===== src/rtl/stripe_tx_sequencer_if.sv =====
// Handshake and output bundle between the TLP/DLLP sources, the sequencer and the byte striper.
// Latency: none, wires only.
// Backpressure: i_en stalls the whole bundle; the per-source ready signals carry the accept.
// Optional stats outputs appear only when STRIPE_SEQ_STATS_EN is defined.
interface stripe_tx_sequencer_if;
    logic        i_en;
    logic        i_tlp_valid;
    logic [31:0] i_tlp_data;
    logic        i_tlp_last;
    logic        o_tlp_ready;
    logic        i_dllp_valid;
    logic [31:0] i_dllp_data;
    logic        i_dllp_last;
    logic        o_dllp_ready;
    logic [31:0] o_mu_data;
    logic [3:0]  o_d_k_vals;
    logic        o_underrun;
`ifdef STRIPE_SEQ_STATS_EN
    logic [15:0] o_tlp_cnt;
    logic [15:0] o_dllp_cnt;
    logic [15:0] o_skp_cnt;
`endif

    // Source/striper side
    modport master (
        output i_en, i_tlp_valid, i_tlp_data, i_tlp_last,
        output i_dllp_valid, i_dllp_data, i_dllp_last,
        input  o_tlp_ready, o_dllp_ready, o_mu_data, o_d_k_vals, o_underrun
`ifdef STRIPE_SEQ_STATS_EN
        , input o_tlp_cnt, o_dllp_cnt, o_skp_cnt
`endif
    );

    // Sequencer side
    modport slave (
        input  i_en, i_tlp_valid, i_tlp_data, i_tlp_last,
        input  i_dllp_valid, i_dllp_data, i_dllp_last,
        output o_tlp_ready, o_dllp_ready, o_mu_data, o_d_k_vals, o_underrun
`ifdef STRIPE_SEQ_STATS_EN
        , output o_tlp_cnt, o_dllp_cnt, o_skp_cnt
`endif
    );
endinterface


===== src/rtl/stripe_tx_sequencer.sv =====
// Frames TLP/DLLP packets with K-symbols, round-robin arbitrates, inserts SKP sets and idles.
// Latency: 1 cycle, a beat accepted in cycle N is on o_mu_data in cycle N+1.
// Backpressure: i_en=0 freezes everything and drops both readys; STRIPE_SEQ_STATS_EN adds counters.
module stripe_tx_sequencer #(
    parameter int num_lanes    = 4,
    parameter int SKP_INTERVAL = 1180
) (
    input  logic                  i_clk,
    input  logic                  i_rst,
    stripe_tx_sequencer_if.slave  bus
);
    // Refuse to elaborate with an unsupported lane count or SKP spacing
    generate
        if (num_lanes != 4) begin : g_bad_lanes
            $fatal(1, "stripe_tx_sequencer: num_lanes must be 4");
        end
        if (SKP_INTERVAL < 16 || SKP_INTERVAL > 65535) begin : g_bad_skp
            $fatal(1, "stripe_tx_sequencer: SKP_INTERVAL must be 16..65535");
        end
    endgenerate

    localparam logic [7:0] SYM_STP = 8'hFB;
    localparam logic [7:0] SYM_SDP = 8'h5C;
    localparam logic [7:0] SYM_END = 8'hFD;
    localparam logic [7:0] SYM_PAD = 8'hF7;
    localparam logic [7:0] SYM_COM = 8'hBC;
    localparam logic [7:0] SYM_SKP = 8'h1C;
    localparam logic [15:0] SKP_LAST = 16'(SKP_INTERVAL - 1);

    typedef enum logic [1:0] {ST_IDLE, ST_PAYLOAD, ST_EOP, ST_SKP} state_t;
    typedef enum logic {SRC_TLP, SRC_DLLP} src_t;

    state_t      state_q, state_d;
    src_t        grant_q, grant_d;
    src_t        last_grant_q, last_grant_d;
    src_t        pick;
    logic [15:0] skp_cnt_q;
    logic        skp_pending_q;
    logic        skp_wrap;
    logic        skp_take;
    logic        end_emit;
    logic [31:0] mu_data_q, mu_data_d;
    logic [3:0]  d_k_q, d_k_d;
    logic        underrun_q, underrun_d;
    logic        g_valid;
    logic [31:0] g_data;
    logic        g_last;

    // Mux the currently granted source
    assign g_valid = (grant_q == SRC_TLP) ? bus.i_tlp_valid : bus.i_dllp_valid;
    assign g_data  = (grant_q == SRC_TLP) ? bus.i_tlp_data  : bus.i_dllp_data;
    assign g_last  = (grant_q == SRC_TLP) ? bus.i_tlp_last  : bus.i_dllp_last;

    assign skp_wrap = (skp_cnt_q == SKP_LAST);

    assign bus.o_tlp_ready  = !i_rst && bus.i_en && (state_q == ST_PAYLOAD) && (grant_q == SRC_TLP);
    assign bus.o_dllp_ready = !i_rst && bus.i_en && (state_q == ST_PAYLOAD) && (grant_q == SRC_DLLP);
    assign bus.o_mu_data    = mu_data_q;
    assign bus.o_d_k_vals   = d_k_q;
    assign bus.o_underrun   = underrun_q;

    // Next-state and next-word selection; SKP state decides like IDLE since its word is already out
    always_comb begin
        state_d      = state_q;
        grant_d      = grant_q;
        last_grant_d = last_grant_q;
        mu_data_d    = mu_data_q;
        d_k_d        = d_k_q;
        underrun_d   = underrun_q;
        skp_take     = 1'b0;
        end_emit     = 1'b0;
        pick         = SRC_TLP;
        case (state_q)
            ST_IDLE, ST_SKP: begin
                if (skp_pending_q) begin
                    mu_data_d = {SYM_SKP, SYM_SKP, SYM_SKP, SYM_COM};
                    d_k_d     = 4'hF;
                    skp_take  = 1'b1;
                    state_d   = ST_SKP;
                end else if (bus.i_tlp_valid || bus.i_dllp_valid) begin
                    if (bus.i_tlp_valid && bus.i_dllp_valid)
                        pick = (last_grant_q == SRC_TLP) ? SRC_DLLP : SRC_TLP;
                    else
                        pick = bus.i_tlp_valid ? SRC_TLP : SRC_DLLP;
                    grant_d      = pick;
                    last_grant_d = pick;
                    mu_data_d    = {SYM_PAD, SYM_PAD, SYM_PAD,
                                    (pick == SRC_TLP) ? SYM_STP : SYM_SDP};
                    d_k_d        = 4'hF;
                    state_d      = ST_PAYLOAD;
                end else begin
                    mu_data_d = 32'h0;
                    d_k_d     = 4'h0;
                    state_d   = ST_IDLE;
                end
            end
            ST_PAYLOAD: begin
                if (g_valid) begin
                    mu_data_d = g_data;
                    d_k_d     = 4'h0;
                    if (g_last)
                        state_d = ST_EOP;
                end else begin
                    // Source starved mid-packet: pad the lane and flag it
                    mu_data_d  = {SYM_PAD, SYM_PAD, SYM_PAD, SYM_PAD};
                    d_k_d      = 4'hF;
                    underrun_d = 1'b1;
                end
            end
            ST_EOP: begin
                mu_data_d = {SYM_PAD, SYM_PAD, SYM_PAD, SYM_END};
                d_k_d     = 4'hF;
                end_emit  = 1'b1;
                state_d   = ST_IDLE;
            end
            default: begin
                state_d = ST_IDLE;
            end
        endcase
    end

    // Registered state, word and SKP timer; a fresh wrap wins over consuming the old request
    always_ff @(posedge i_clk) begin
        if (i_rst) begin
            state_q       <= ST_IDLE;
            grant_q       <= SRC_TLP;
            last_grant_q  <= SRC_TLP;
            skp_cnt_q     <= 16'h0;
            skp_pending_q <= 1'b0;
            mu_data_q     <= 32'h0;
            d_k_q         <= 4'h0;
            underrun_q    <= 1'b0;
        end else if (bus.i_en) begin
            state_q      <= state_d;
            grant_q      <= grant_d;
            last_grant_q <= last_grant_d;
            mu_data_q    <= mu_data_d;
            d_k_q        <= d_k_d;
            underrun_q   <= underrun_d;
            skp_cnt_q    <= skp_wrap ? 16'h0 : skp_cnt_q + 16'd1;
            if (skp_wrap)
                skp_pending_q <= 1'b1;
            else if (skp_take)
                skp_pending_q <= 1'b0;
        end
    end

`ifdef STRIPE_SEQ_STATS_EN
    logic [15:0] tlp_cnt_q, dllp_cnt_q, skp_sent_q;

    assign bus.o_tlp_cnt  = tlp_cnt_q;
    assign bus.o_dllp_cnt = dllp_cnt_q;
    assign bus.o_skp_cnt  = skp_sent_q;

    // Count completed packets per source and SKP sets, wrapping at 16 bits
    always_ff @(posedge i_clk) begin
        if (i_rst) begin
            tlp_cnt_q  <= 16'h0;
            dllp_cnt_q <= 16'h0;
            skp_sent_q <= 16'h0;
        end else if (bus.i_en) begin
            if (end_emit && grant_q == SRC_TLP)
                tlp_cnt_q <= tlp_cnt_q + 16'd1;
            if (end_emit && grant_q == SRC_DLLP)
                dllp_cnt_q <= dllp_cnt_q + 16'd1;
            if (skp_take)
                skp_sent_q <= skp_sent_q + 16'd1;
        end
    end
`endif
endmodule


===== src/flat_wrapper.sv =====
// flat-port wrapper written by rule: the top's interface ports become plain ports
module stripe_tx_sequencer_flat 
#(
    parameter int num_lanes    = 4,
    parameter int SKP_INTERVAL = 1180
)
  (i_clk, i_rst, bus_i_en, bus_i_tlp_valid, bus_i_tlp_data, bus_i_tlp_last, bus_i_dllp_valid, bus_i_dllp_data, bus_i_dllp_last, bus_o_tlp_ready, bus_o_dllp_ready, bus_o_mu_data, bus_o_d_k_vals, bus_o_underrun);
  stripe_tx_sequencer_if bus_i ();
  input  logic i_clk;
  input  logic i_rst;
  input wire logic [$bits(bus_i.i_en)-1:0] bus_i_en;
  input wire logic [$bits(bus_i.i_tlp_valid)-1:0] bus_i_tlp_valid;
  input wire logic [$bits(bus_i.i_tlp_data)-1:0] bus_i_tlp_data;
  input wire logic [$bits(bus_i.i_tlp_last)-1:0] bus_i_tlp_last;
  input wire logic [$bits(bus_i.i_dllp_valid)-1:0] bus_i_dllp_valid;
  input wire logic [$bits(bus_i.i_dllp_data)-1:0] bus_i_dllp_data;
  input wire logic [$bits(bus_i.i_dllp_last)-1:0] bus_i_dllp_last;
  output wire logic [$bits(bus_i.o_tlp_ready)-1:0] bus_o_tlp_ready;
  output wire logic [$bits(bus_i.o_dllp_ready)-1:0] bus_o_dllp_ready;
  output wire logic [$bits(bus_i.o_mu_data)-1:0] bus_o_mu_data;
  output wire logic [$bits(bus_i.o_d_k_vals)-1:0] bus_o_d_k_vals;
  output wire logic [$bits(bus_i.o_underrun)-1:0] bus_o_underrun;
  assign bus_i.i_en = bus_i_en;
  assign bus_i.i_tlp_valid = bus_i_tlp_valid;
  assign bus_i.i_tlp_data = bus_i_tlp_data;
  assign bus_i.i_tlp_last = bus_i_tlp_last;
  assign bus_i.i_dllp_valid = bus_i_dllp_valid;
  assign bus_i.i_dllp_data = bus_i_dllp_data;
  assign bus_i.i_dllp_last = bus_i_dllp_last;
  assign bus_o_tlp_ready = bus_i.o_tlp_ready;
  assign bus_o_dllp_ready = bus_i.o_dllp_ready;
  assign bus_o_mu_data = bus_i.o_mu_data;
  assign bus_o_d_k_vals = bus_i.o_d_k_vals;
  assign bus_o_underrun = bus_i.o_underrun;
  stripe_tx_sequencer #(.num_lanes(num_lanes), .SKP_INTERVAL(SKP_INTERVAL)) u_core (.i_clk(i_clk), .i_rst(i_rst), .bus(bus_i));
endmodule

===== config.mk =====
export PLATFORM = sky130hd
export DESIGN_NAME = stripe_tx_sequencer_flat
export DESIGN_NICKNAME = d
export VERILOG_FILES = /design/src/rtl/stripe_tx_sequencer_if.sv /design/src/rtl/stripe_tx_sequencer.sv /design/src/flat_wrapper.sv
export SDC_FILE = /design/constraint.sdc
export NUM_CORES = 1
export LEC_CHECK = 0
export CAP_MARGIN = 10
export CORE_MARGIN = 5
export CORE_UTILIZATION = 43
export CTS_CLUSTER_SIZE = 12
export DETAILED_ROUTE_END_ITERATION = 8
export PLACE_DENSITY = 0.84
export SLEW_MARGIN = 40
export SYNTH_ARGS = -nofsm -noshare
export SYNTH_HDL_FRONTEND = slang
export SYNTH_SLANG_ARGS = --single-unit

===== constraint.sdc =====
create_clock -name i_clk -period 2.7 [get_ports i_clk]
set_input_delay 0.81 -clock i_clk [delete_from_list [all_inputs] [get_ports i_clk]]
set_output_delay 0.81 -clock i_clk [all_outputs]
set_load 0.02 [all_outputs]

After elaboration in Yosys (flattened, before gate mapping)
Cells that the tools add are included.
Widths: inputs -> output; s select.

cells by class
  shifts and indexed selects = 0
  reduce and logical (&&, ||, !) cells = 14
  mux-type cells = 28
  add/sub/neg operators = 1
  bitwise operators = 3
  multiply operators = 0
  $lt $le $gt $ge = 0
  eq/ne operators = 6
  div/mod/pow operators = 0

operators with widths
  cell                   count
  $mux 32                4
  $pmux 32 s3            1
  $add 16x1->16 const B  1
  $eq 16x11->1 const B   1
  $mux 16                1
  $mux 1                 13
  $mux 4                 3
  $pmux 4 s3             1
  $mux 8                 1
  $mux 2                 3
  $pmux 2 s3             1
  $reduce_and 3->1       2
  $logic_and 1x1->1      5
  $eq 2x2->1 const B     2
  $ne 2x1->1 const B     2
  $reduce_and 4->1       1
  $not 1->1              3
  $eq 2x1->1 const B     1
  $logic_not 2->1        1
  $reduce_and 2->1       1
  $reduce_bool 2->1      1
  $reduce_or 2->1        1
  $logic_not 1->1        1
  $logic_or 1x1->1       1

storage, ports and cells
  bits in read-only memories = 0
  word-level logic and storage cells = 59
  memory bits (writable) = 0
  output and inout bits = 39
  bits in registers = 57
  memories = 0
  input port bits = 71
  bits in latches = 0

Logic depth before layout (Yosys ltp)
Gate-level depths: netlist of run 1.

  depth after elaboration = 9
  gate-level depth with buffers = 9
  mapped depth without buffers = 6

Worst setup path after synthesis of run 1
OpenSTA, ideal clock, no wires.

  path type = input-to-output
  start point = input port bus_i_en
  end point = output port bus_o_dllp_ready
  setup slack = -0.210 ns
  data required time = 1.890 ns
  path buffers = 3
  arrival time = 2.100 ns
  stages on the path = 5
  cell sequence = clkbuf_2 -> clkbuf_1 -> clkbuf_1 -> nand2_1 -> nor3_1

on the way
  longest elaborated chain between the ends = 3

ends and longest elaborated chain
  item                             RTL line                   text
  from (decl)                      flat_wrapper.sv:11         input wire logic [$bits(bus_i.i_en)-1:0] bus_i_en;
  $logic_and 1x1->1 (3 in series)  stripe_tx_sequencer.sv:57  assign bus.o_dllp_ready = !i_rst && bus.i_en && (state_q == ST_PAYLOAD) && (grant_q == SRC_DLLP);
  to (decl)                        flat_wrapper.sv:19         output wire logic [$bits(bus_i.o_dllp_ready)-1:0] bus_o_dllp_ready;

Every way passes these cells.

Worst setup path in the final report of run 1
  start point = input port i_rst
  end point = output port bus_o_tlp_ready

on the way
  longest elaborated chain between the ends = 4

ends and longest elaborated chain
  item                             RTL line                   text
  from (decl)                      flat_wrapper.sv:10         input logic i_rst;
  $logic_not 1->1                  stripe_tx_sequencer.sv:56  assign bus.o_tlp_ready = !i_rst && bus.i_en && (state_q == ST_PAYLOAD) && (grant_q == SRC_TLP);
  $logic_and 1x1->1 (3 in series)  stripe_tx_sequencer.sv:56
  to (decl)                        flat_wrapper.sv:18         output wire logic [$bits(bus_i.o_tlp_ready)-1:0] bus_o_tlp_ready;

Every way passes these cells.

==> impl_metrics.json, run 1 <==
{
  "status": "completed",
  "drt-total-wl_um": 7480,
  "ys_seq_area_share_pct": 39.6,
  "grt_pass1_wl_um": 11400,
  "grt_pass1_vias": 2526,
  "async_reset_ff_share_pct": 0,
  "antenna_found_initial": 0,
  "slew_violations": 0,
  "cp-end-kind": "primary output",
  "netlist_area_um2": 2730,
  "num-fill-cells": 535,
  "required_ns": 1.89,
  "dp_hpwl_um": 5620,
  "avgSynthCellArea_um2": 8.47,
  "grt-ovfl-total": 0,
  "track_usage_pct": 17.7,
  "synth_nets": 396,
  "period_minus_slack_ns": 2.65,
  "arrival_ns": 1.84,
  "routed_via_density": 5.30,
  "dr_total_vias": 2637,
  "tightest_slew_ns": 0.505,
  "routedWlPerCell_um": 15.0,
  "crit_fanout": 3,
  "die_area_um2": 8040,
  "finClkSkew_ns": 0.00435,
  "netlist_instances": 322,
  "p_total_w": 0.00188,
  "clk_path_buf_depth": 2,
  "setup_violations": 0,
  "max_cap_viol_count": 0,
  "setup_tns_ns": 0,
  "n_antenna_cell": 0,
  "ant_nets": 0,
  "rows": 29,
  "cp_slowest_stage_delay_ns": 0.52,
  "peakVddDrop_mv": 0.239,
  "dr.first_iter.drc_count": 95,
  "nets": 494,
  "worst_slew_margin_rel_pct": 66.3,
  "finalCritPeriodShare_pct": 98.3,
  "root_buffer": "clkbuf_8",
  "synth-seq-cells": 54,
  "clock_sinks": 54,
  "grt_max_degree": 51,
  "synth_flop_cell": "dfxtp_1",
  "synth_edf_count": 0,
  "syn_to_final_growth_pct": 45.2,
  "clock_latency_ns": 0.29,
  "max_freq_mhz": 377,
  "coreArea_um2": 6280,
  "crit_path_start_kind": "input pin",
  "cellPowerDensity_nw_per_um2": 474,
  "cts_max_level": 2,
  "drt_pass1_iterations": 5,
  "io_pins": 110,
  "initial_core_util_pct": 43.5,
  "p_leak_nw": 1.36,
  "port_buffers": 109,
  "numCtsBuffers": 5,
  "slowest_stage": "clkdlybuf4s50_1",
  "drive_above_1_share_pct": 11.6,
  "die_w_um": 89.6,
  "clk_pin_slew_worst_paths_ns": 0.09,
  "ys_types": 38,
  "yosysWarnings": 0,
  "finalHoldViolations": 0,
  "post-route-drc-count": 0,
  "hold_buffers": 0,
  "crit_chain": "clkdlybuf4s50_1, nor3_2, clkdlybuf4s15_1",
  "path_class": "in -> out",
  "hold_class": "reg -> reg",
  "cts_tree": "built",
  "die_h_um": 89.6,
  "rsz0062_at_grt": "false",
  "place.gp.congestion": 0.839
}
==> critical path, delay by kind of cell <==
| family | cells | cell delay (ns) |
|---|---|---|
| buffers and inverters | 2 | 0.84 |
| AND/OR/NAND/NOR | 1 | 0.19 |
==> final cells by class <==
class / instances / area, um2 / area share [%]
multi-input combinational: 236 / 1520 / 38.4
timing repair buffer: 117 / 1150 / 28.9
sequential: 54 / 1080 / 27.3
tap: 77 / 96.3 / 2.43
clock buffer: 7 / 86.3 / 2.18
inverter: 6 / 22.5 / 0.569
clock inverter: 1 / 5.00 / 0.126
==> what timing repair did <==
| action | 4_1_cts | 5_1_grt |
|---|---|---|
| resized for setup | 2 | 2 |
| buffers inserted | 0 | 0 |
| cloned | 0 | 0 |
| setup endpoints to repair | 2 | 2 |
==> per-layer routing <==
layer | global-route usage, % | vias up | share of wire [%]
met4 | 5.55 | 0 | 1.6
met1 | 21.3 | 1241 | 40
li1 | - | 1315 | -
met2 | 31.7 | 72 | 51
met5 | 0 | - | 0
met3 | 3.19 | 9 | 7.6
==> through the flow <==
step	setup slack (ns)	cells	utilization, %	hold WS (ns)	instance area [um2]
after floorplan	0.0373	322	-	0.458	2740
after global placement	-0.241	490	61.6	0.449	3870
after detailed placement	-0.261	490	61.6	0.467	3870
after CTS	0.0151	498	63.0	0.484	3960
after global routing	0.000770	498	63.1	0.499	3960
final	0.0454	498	63.1	0.479	3960
==> where the power goes <==
group	switching, W	internal [W]
logic	0.000251	0.000288
registers	0.0000390	0.000853
clock network	0.000239	0.000207
total	0.000529	0.00135
==> cell usage after synthesis, types with 4 or more instances <==
cell type  count  area share (%)
buf_2          4            0.73
nor4_1         4            0.92
a21oi_1        6             1.1
nand4_1        6             1.4
mux2i_1        8             2.9
o21ai_0        6             1.1
nand2_1       39             5.4
nor3_1        11             2.0
mux2_2        27              11
inv_1          6            0.83
a211oi_1      27             7.4
nand3_1        6             1.1
xnor2_1       10             3.2
dfxtp_1       54              40
clkbuf_1      17             2.3
nor2_1        52             7.2
==> worst paths after layout <==
check / from / endpoint / slack (ns) / cells past startpoint
setup / recovery: i_rst / bus_o_tlp_ready / 0.05 / 3
hold / removal: u_core.bus.o_mu_data[3] / u_core.bus.o_mu_data[3] / 0.48 / 2
setup reg to reg: u_core.grant_q / u_core.bus.o_mu_data[29] / 0.66 / 6
hold reg to reg: u_core.bus.o_mu_data[3] / u_core.bus.o_mu_data[3] / 0.48 / 2
==> cells by family after synthesis <==
| kind of cell | Yosys count | synth area share [%] |
|---|---|---|
| muxes | 35 | 14.1 |
| and+or+nand+nor | 133 | 22.3 |
| buffers and inverters | 32 | 5.05 |
| DFF | 54 | 39.6 |
| adders and majority gates | 3 | 1.38 |
| xor gates and xnor gates | 13 | 4.17 |
| AOI/OAI and AO/OA | 52 | 13.3 |
==> placed cells by master, fill, tap and decap left out, drive strengths merged, types with 2 or more instances in the layout <==
master	synthesis	routed
nand2b	3	3
xor2	3	3
nor3	11	11
ha	3	3
o22ai	3	3
mux2	27	27
dfxtp	54	54
nand4	7	7
clkdlybuf4s15	0	2
nor4	4	4
a211oi	27	27
nand2	39	39
and2	3	3
o21ai	6	6
a311oi	3	3
clkdlybuf4s50	0	106
clkbuf	18	7
a21boi	3	3
or3	2	2
inv	6	6
nor2	52	52
nor2b	2	2
mux2i	8	8
a21oi	6	6
buf	8	9
xnor2	10	10
nand3	6	6
==> flip-flops by register name, indices dropped and copies added, names as in the netlist <==
register               cells
u_core.state_q             2
u_core.skp_pending_q       1
u_core.grant_q             1
u_core.skp_cnt_q          16
u_core.bus.o_underrun      1
u_core.bus.o_d_k_vals      1
u_core.bus.o_mu_data      32
No activity file was read; power rests on OpenSTA's default activity.
==> run 2: changes to the inputs <==
--- a/config.mk
+++ b/config.mk
@@ -11,7 +11,7 @@
 export CTS_CLUSTER_SIZE = 12
 export DETAILED_ROUTE_END_ITERATION = 8
 export PLACE_DENSITY = 0.84
-export SLEW_MARGIN = 40
+export SLEW_MARGIN = 20
 export SYNTH_ARGS = -nofsm -noshare
 export SYNTH_HDL_FRONTEND = slang
 export SYNTH_SLANG_ARGS = --single-unit
==> results of run 2 <==
No change in the layout: final DEF, timing and power equal those of run 1.
==> run 3: changes to the inputs <==
--- a/config.mk
+++ b/config.mk
@@ -8,9 +8,10 @@
 export CAP_MARGIN = 10
 export CORE_MARGIN = 5
 export CORE_UTILIZATION = 43
-export CTS_CLUSTER_SIZE = 12
+export CTS_CLUSTER_SIZE = 24
 export DETAILED_ROUTE_END_ITERATION = 8
-export PLACE_DENSITY = 0.84
+export GPL_ROUTABILITY_DRIVEN = 0
+export PLACE_DENSITY = 0.77
 export SLEW_MARGIN = 20
 export SYNTH_ARGS = -nofsm -noshare
 export SYNTH_HDL_FRONTEND = slang
==> impl_metrics.json, run 3 (synthesized netlist as in run 1, its figures left out) <==
{
  "max_freq_mhz": 377,
  "layout_common_cells": "clkdlybuf4s50_1, dfxtp_1, nor2_1",
  "cellPowerDensity_nw_per_um2": 498,
  "track_usage_pct": 17.7,
  "cts_tree": "built",
  "crit_buf_inv": 2,
  "coreArea_um2": 6280,
  "combPwrFrac_pct": 27.1,
  "p_leak_nw": 1.38,
  "ant_nets": 0,
  "power_switching_w": 0.000544,
  "largest_reg_flops": 32,
  "syn_to_final_growth_pct": 45.9,
  "worst_slew_margin_rel_pct": 67.7,
  "finClkSkew_ns": 0.00690,
  "crit_chain": "clkdlybuf4s50_1, nor3_2, dlygate4sd2_1",
  "reg2reg_slack_ns": 0.69,
  "clk_pin_slew_worst_paths_ns": 0.09,
  "rows": 29,
  "clk_path_buf_depth": 2,
  "die_w_um": 89.6,
  "required_ns": 1.89,
  "antenna_found_initial": 0,
  "arrival_ns": 1.84,
  "clock_sinks": 54,
  "grt_pass1_vias": 2499,
  "status": "completed",
  "drt_pass1_iterations": 4,
  "dr.first_iter.drc_count": 147,
  "dp.cells": 490,
  "crit_family": "buffers and inverters",
  "nets": 494,
  "hold_class": "reg -> reg",
  "clock_latency_ns": 0.31,
  "drt-total-wl_um": 7260,
  "grt_pass1_wl_um": 11300,
  "finalHoldViolations": 0,
  "numCtsBuffers": 5,
  "n_antenna_cell": 0,
  "dr_total_vias": 2600,
  "drive_above_1_share_pct": 11.7,
  "finalCritPeriodShare_pct": 98.1,
  "root_buffer": "clkbuf_8",
  "routed_via_density": 5.23,
  "grt_max_degree": 51,
  "path_class": "in -> out",
  "switching_share_pct": 27.5,
  "slew_violations": 0,
  "rsz0062_at_grt": "false",
  "setup_violations": 0,
  "hold_path_depth": 2,
  "cp_slowest_stage_delay_ns": 0.49,
  "stdcell_count": 497,
  "die_h_um": 89.6,
  "routedWlPerCell_um": 14.6,
  "dp_hpwl_um": 5450,
  "seqPwrFrac_pct": 44.9,
  "io_pins": 110,
  "grt-ovfl-total": 0,
  "initial_core_util_pct": 43.5,
  "tightest_slew_ns": 0.485,
  "cp.depth": 3,
  "slowest_stage": "clkdlybuf4s50_1",
  "peakVddDrop_mv": 0.410,
  "cp-end-kind": "primary output",
  "crit_fanout": 3,
  "rr_worst_depth": 7,
  "max_cap_viol_count": 0,
  "post-route-drc-count": 0,
  "final_common_cell": "clkdlybuf4s50_1",
  "die_area_um2": 8040,
  "internal_power_w": 0.00144,
  "whs_ns": 0.483,
  "port_buffers": 109,
  "cts_max_level": 2,
  "clkPwrFrac_pct": 28.0,
  "crit_path_start_kind": "input pin",
  "period_minus_slack_ns": 2.65
}
## run 3: cell count changes in the layout (fill, tap and decap cells not counted)
| cell | change |
|---|---|
| clkinv_2 | -1 |
| dlygate4sd2_1 | +2 |
| bufinv_16 | +1 |
| clkbuf_1 | -1 |
| clkdlybuf4s15_1 | -2 |
## run 3: worst reg2reg max path, delay by kind of cell, from the launching register on
kind | cells | cell delay (ns)
AOI/OAI and AO/OA | 2 | 0.40
adders and majority gates | 1 | 0.43
and+or+nand+nor | 2 | 0.49
buffers and inverters | 2 | 0.24
DFF | 1 | 0.36
## run 3: final timing paths
path | start | to
worst max register to register | u_core.state_q[0] | u_core.bus.o_mu_data[13]
worst max-delay path | i_rst | bus_o_dllp_ready
worst min-delay path | u_core.bus.o_underrun | u_core.bus.o_underrun
worst min register to register | u_core.bus.o_underrun | u_core.bus.o_underrun
## run 3: metrics by stage
step                instance area (um2)  worst slack, ns  util [%]  TNS, ns  power [W]
global route                       3980          0.00252      63.4        0    0.00208
finish                             3980           0.0501      63.4        0    0.00198
CTS                                3980           0.0443      63.4        0    0.00200
global placement                   3870           -0.223      61.6   -0.439    0.00144
floorplan                          2740           0.0373         -        0    0.00119
detailed placement                 3870           -0.228      61.6   -0.448    0.00145
## run 3: area by class of cell
| type | instances | area [um2] |
|---|---|---|
| inverters | 6 | 22.5 |
| repair buffers | 117 | 1140 |
| fillers | 537 | 2300 |
| clock buffers | 6 | 82.6 |
| multi-input cells | 236 | 1520 |
| clock inverters | 1 | 30.0 |
| flip-flops and latches | 54 | 1080 |
| well taps | 77 | 96.3 |
## run 3: metal layers
metal / part of all wire, % / GRT usage (%) / vias to the layer above
li1: - / - / 1316
met1: 42 / 21.3 / 1214
met2: 49 / 31.4 / 61
met3: 7.6 / 4.01 / 9
met4: 1.1 / 5.01 / 0
met5: 0 / 0 / -
## run 3: power by group through the flow
stage,clock [W],sequential [W],combinational (W)
2_1_floorplan,0,0.000962,0.000231
3_3_place_gp,0,0.000907,0.000534
3_5_place_dp,0,0.000909,0.000542
4_1_cts,0.000562,0.000891,0.000543
5_1_grt,0.000600,0.000900,0.000578
6_report,0.000555,0.000891,0.000537
## run 3: repair_timing
item,in CTS,in global routing
setup buffers,0,0
resized for setup,2,0
hold buffers,0,0
setup endpoints to repair,2,0
